==> config.mk <==
export PLATFORM = sky130hd
export DESIGN_NAME = alu_addsub_pipe
export DESIGN_NICKNAME = d
export VERILOG_FILES = /design/src/rtl/alu_addsub_pipe.sv
export SDC_FILE = /design/constraint.sdc
export NUM_CORES = 1
export LEC_CHECK = 0
export CORE_MARGIN = 4
export CORE_UTILIZATION = 55
export CTS_CLUSTER_SIZE = 14
export DETAILED_ROUTE_END_ITERATION = 6
export PLACE_DENSITY = 0.91
export REMOVE_ABC_BUFFERS = 1
export SYNTH_ARGS = -nofsm -noshare
export SYNTH_HDL_FRONTEND = slang
export SYNTH_SLANG_ARGS = --single-unit
export TNS_END_PERCENT = 1
==> constraint.sdc <==
create_clock -name clk -period 5.7 [get_ports clk]
set_input_delay 1.14 -clock clk [delete_from_list [all_inputs] [get_ports clk]]
set_output_delay 1.14 -clock clk [all_outputs]
set_load 0.05 [all_outputs]
==> src/rtl/alu_addsub_pipe.sv <==
// Pipelined add/subtract ALU with valid/ready handshaking, signed/unsigned flags
// and optional saturation. Depth is 1 or 2 register stages.
module alu_addsub_pipe #(
   parameter int WIDTH  = 32,
   parameter int STAGES = 2
) (
   input  logic             clk,
   input  logic             reset,
   input  logic             in_valid,
   output logic             in_ready,
   input  logic [WIDTH-1:0] A,
   input  logic [WIDTH-1:0] B,
   input  logic             op,
   input  logic             Sign,
   input  logic             sat,
   output logic             out_valid,
   input  logic             out_ready,
   output logic [WIDTH-1:0] Result,
   output logic             Z,
   output logic             V,
   output logic             N
);

   // Returns {V, N}: V is overflow (signed) or carry/borrow (unsigned), N is the true sign.
   function automatic logic [1:0] f_flags(input logic [WIDTH:0] raw, input logic a_msb,
                                          input logic b_msb, input logic is_sub,
                                          input logic is_signed);
      logic v;
      v = (a_msb == b_msb) && (raw[WIDTH-1] != a_msb);
      if (is_signed)
         return {v, raw[WIDTH-1] ^ v};
      else
         return {is_sub ^ raw[WIDTH], is_sub & ~raw[WIDTH]};
   endfunction

   function automatic logic [WIDTH-1:0] f_saturate(input logic [WIDTH:0] raw, input logic v,
                                                   input logic n, input logic is_sub,
                                                   input logic is_signed, input logic sat_en);
      logic [WIDTH-1:0] res;
      res = raw[WIDTH-1:0];
      if (sat_en && v) begin
         if (is_signed)
            res = n ? {1'b1, {(WIDTH-1){1'b0}}} : {1'b0, {(WIDTH-1){1'b1}}};
         else
            res = is_sub ? '0 : '1;
      end
      return res;
   endfunction

   // Stage 0: combinational sum, subtract done as A + ~B + 1 for both signednesses
   logic [WIDTH-1:0] w_beff;
   logic [WIDTH:0]   w_raw_p0;
   logic             w_out_load;

   assign w_beff     = op ? ~B : B;
   assign w_raw_p0   = {1'b0, A} + {1'b0, w_beff} + {{WIDTH{1'b0}}, op};
   assign w_out_load = !out_valid || out_ready;

   logic             w_f_valid;
   logic [WIDTH:0]   w_f_raw;
   logic             w_f_amsb;
   logic             w_f_bmsb;
   logic             w_f_op;
   logic             w_f_sign;
   logic             w_f_sat;

   if (STAGES == 2) begin : g_two
      logic           r_vld_p1;
      logic [WIDTH:0] r_raw_p1;
      logic           r_amsb_p1;
      logic           r_bmsb_p1;
      logic           r_op_p1;
      logic           r_sign_p1;
      logic           r_sat_p1;
      logic           w_s1_open;

      // Stage 1 may refill in the same cycle it hands its entry to the output stage.
      assign w_s1_open = !r_vld_p1 || w_out_load;
      assign in_ready  = reset && w_s1_open;

      // Stage 1: operands' sign bits, controls and raw sum
      always_ff @(posedge clk or negedge reset) begin
         if (!reset)
            r_vld_p1 <= 1'b0;
         else if (w_s1_open)
            r_vld_p1 <= in_valid;
      end

      always_ff @(posedge clk) begin
         if (in_valid && w_s1_open) begin
            r_raw_p1  <= w_raw_p0;
            r_amsb_p1 <= A[WIDTH-1];
            r_bmsb_p1 <= w_beff[WIDTH-1];
            r_op_p1   <= op;
            r_sign_p1 <= Sign;
            r_sat_p1  <= sat;
         end
      end

      assign w_f_valid = r_vld_p1;
      assign w_f_raw   = r_raw_p1;
      assign w_f_amsb  = r_amsb_p1;
      assign w_f_bmsb  = r_bmsb_p1;
      assign w_f_op    = r_op_p1;
      assign w_f_sign  = r_sign_p1;
      assign w_f_sat   = r_sat_p1;
   end else begin : g_one
      assign in_ready  = reset && w_out_load;
      assign w_f_valid = in_valid && w_out_load;
      assign w_f_raw   = w_raw_p0;
      assign w_f_amsb  = A[WIDTH-1];
      assign w_f_bmsb  = w_beff[WIDTH-1];
      assign w_f_op    = op;
      assign w_f_sign  = Sign;
      assign w_f_sat   = sat;
   end

   logic [1:0]       w_flags;
   logic [WIDTH-1:0] w_res;

   assign w_flags = f_flags(w_f_raw, w_f_amsb, w_f_bmsb, w_f_op, w_f_sign);
   assign w_res   = f_saturate(w_f_raw, w_flags[1], w_flags[0], w_f_op, w_f_sign, w_f_sat);

   // Output stage: final Result and flags, held while the consumer stalls
   always_ff @(posedge clk or negedge reset) begin
      if (!reset) begin
         out_valid <= 1'b0;
         Result    <= '0;
         Z         <= 1'b0;
         V         <= 1'b0;
         N         <= 1'b0;
      end else if (w_out_load) begin
         out_valid <= w_f_valid;
         if (w_f_valid) begin
            Result <= w_res;
            Z      <= (w_res == '0);
            V      <= w_flags[1];
            N      <= w_flags[0];
         end
      end
   end

endmodule

==> results.sh <==
export IMPL_rsz0062_at_grt="false"
export IMPL_cts_buffer_depth=2
export IMPL_ir_worst_vdd_v=0.0001398
export IMPL_crit_path_frequent_cell="clkdlybuf4s50_1"
export IMPL_synth_most_common_cell="nand2_1"
export IMPL_worst_path_buf_inv=2
export IMPL_synthCells=500
export IMPL_grt_total_usage=0.2223
export IMPL_startpoint_type="input pin"
export IMPL_ys_ff_latch=75
export IMPL_yosysSeqAreaShare=0.4242
export IMPL_drive_above_1_share=0.06457
export IMPL_grt_overflow=0
export IMPL_synth_cell_area_mm2=0.004872
export IMPL_async_flop_share=0.4933
export IMPL_cts_resized=0
export IMPL_clk_pin_slew_ns=0.07
export IMPL_synth_warnings=0
export IMPL_grt_pass1_vias=4032
export IMPL_ant_nets=0
export IMPL_antenna_found_initial=0
export IMPL_dieArea_mm2=0.01043
export IMPL_vias=4125
export IMPL_hpwl_um=8583
export IMPL_outcome="finished, final reports clean"
export IMPL_finalCritPeriodShare=0.6758
export IMPL_core_area_mm2=0.008678
export IMPL_yosys_area_top_type_share=0.2342
export IMPL_dieHeight_um=102.1
export IMPL_synth_area_top_cells="edfxtp_1, dfrtp_1, ha_1"
export IMPL_clk_latency_ns=0.35
export IMPL_critPathArrivalTime_ns=2.71
export IMPL_numPortBuffers=107
export IMPL_post_route_min_period_ns=3.852
export IMPL_clock_skew_final_ns=0.007369
export IMPL_slew_viol_final=0
export IMPL_finalSetupViolCount=0
export IMPL_slew_headroom=0.2608
export IMPL_rows=34
export IMPL_cpMaxStageDelayCell="clkdlybuf4s50_1"
export IMPL_wire_per_inst_um=15.82
export IMPL_hold_viol_final=0
export IMPL_cts_made_buffers=9
export IMPL_grt_max_degree=67
export IMPL_ios=108
export IMPL_root_buffer="clkbuf_8"
export IMPL_grt_pass1_wl_um=18590
export IMPL_gp_congestion=0.8842
export IMPL_synth_cell_type_count=63
export IMPL_postCtsSetupBuffers=0
export IMPL_fin_cells=712
export IMPL_fin_setup_tns_ns=0
export IMPL_die_width_um=102.1
export IMPL_cpLargestDelayFamily="buffers and inverters"
export IMPL_path_max_fanout=3
export IMPL_drc=0
export IMPL_fmax_mhz=259.6
export IMPL_path_cells="clkdlybuf4s50_1, nand3b_1, and2_1, clkdlybuf4s50_1"
export IMPL_slowest_delay_ns=0.79
export IMPL_cp_depth=4
export IMPL_cts_sinks=75
export IMPL_p_leak_nw=2.490
export IMPL_worstSetupPathType="input pin to output pin"
export IMPL_dr_pass1_iters=5
export IMPL_worst_pin_slew_ns=1.106
export IMPL_synth_enable_flop_cells=38
export IMPL_htreeDepth=3
export IMPL_yosysTopAreaCell="edfxtp_1"
export IMPL_cp_end_kind="output pin"
export IMPL_synth_top_cells_by_count="nand2_1, a21oi_1, o21ai_0"
export IMPL_ctsHoldBuffers=0
export IMPL_maxCapViolCount=0
export IMPL_hold_class="flop to flop"
export IMPL_wirelength_um=11260
export IMPL_initial_utilization=0.5614
export IMPL_dr_first_iter_drc_count=211
export IMPL_reg2regPathDepth=7
export IMPL_fin_nets=706
export IMPL_synth_ff_type="edfxtp_1"
export IMPL_nFillCells=654
export IMPL_synth_area_per_cell_um2=9.744
export IMPL_viasPerCell=5.794
export IMPL_placed_cells_incl_taps=696
export IMPL_powerDensity_mw_per_mm2=332.7
export IMPL_diodes=0
export IMPL_area_growth_pct=27.81
export IMPL_cp_required_ns=4.56
export IMPL_cts_tree="built"
export IMPL_whs_path_depth=2
==> kinds of logic after synthesis <==
kind of cell,synth area share
flops,0.4242
mux,0.005135
xor+xnor,0.1061
simple gates,0.1289
buf+inv,0.02748
fa+ha+maj,0.09605
compound gates,0.2121
==> worst min-delay path, stage by stage, from the launching register on <==
cell     delay [ns]
dfrtp_1        0.35
nand2_1        0.05
nand2_1        0.05
==> area by class of cell <==
cell class / instances / area, um2 / share of cell area
inverter: 11 / 41.29 / 0.006631
clock buffer: 9 / 123.9 / 0.01989
timing repair buffer: 111 / 1091 / 0.1752
tap: 108 / 135.1 / 0.02170
sequential: 75 / 2067 / 0.3319
clock inverter: 7 / 92.59 / 0.01487
multi-input combinational: 391 / 2676 / 0.4298
==> where the power goes <==
| part | internal, mW | leakage (nW) | switching [mW] | total, mW |
|---|---|---|---|---|
| logic | 0.335 | 1.57 | 0.529 | 0.864 |
| clock network | 0.245 | 0.103 | 0.196 | 0.441 |
| registers | 0.700 | 0.821 | 0.0669 | 0.766 |
| total | 1.28 | 2.49 | 0.792 | 2.07 |
==> state kept, by name, summed over array words and instances (netlist names) <==
name / flops
Z: 1
g_two.r_sat_p1: 1
g_two.r_op_p1: 1
out_valid: 1
g_two.r_bmsb_p1: 1
g_two.r_amsb_p1: 1
N: 1
g_two.r_sign_p1: 1
g_two.r_vld_p1: 1
g_two.r_raw_p1: 33
V: 1
Result: 32
==> stage by stage <==
step	instance area (um2)	hold WS [ns]	setup WS, ns	total power [mW]	utilization
floorplan	4780	0.4711	2.442	1.340	-
global placement	6011	0.4501	1.584	1.609	0.6926
detailed placement	6011	0.4625	1.491	1.637	0.6926
CTS	6227	0.4808	1.842	2.075	0.7176
global route	6227	0.5037	1.488	2.182	0.7176
finish	6227	0.4763	1.848	2.072	0.7176
==> routing by layer <==
layer / track usage / vias to the layer above / share of wire
met5: 0 / - / 0
met3: 0.03481 / 20 / 0.053
li1: - / 2031 / -
met1: 0.2774 / 1949 / 0.41
met4: 0.07467 / 0 / 0.020
met2: 0.3933 / 125 / 0.52
==> final timing paths <==
path                                 startpoint          to  slack [ns]
worst min-delay path                          V           V        0.48
worst max register to register  g_two.r_bmsb_p1           Z        2.95
min in group asynchronous                 reset   Result[3]        0.83
max in group asynchronous                 reset  Result[13]        4.53
worst min register to register                V           V        0.48
worst max-delay path                  out_ready    in_ready        1.85
==> cell usage in the layout (no fill, tap or decap), drive strengths merged, types with 3 or more instances in the layout <==
cell type	count
a31o	3
nand2	58
o211ai	7
ha	35
a21oi	54
inv	11
o21ai	44
nand2b	4
o31a	3
nand4	5
clkdlybuf4s50	105
a2111oi	3
dfrtp	37
buf	6
clkbuf	9
o21a	5
edfxtp	38
a21o	11
a31oi	8
xor2	39
a211oi	4
xnor2	20
nor4	8
nand3	5
nor2	21
nor3	13
nor2b	6
and2	3
clkinv	3
No activity file was read; power rests on OpenSTA's default activity.
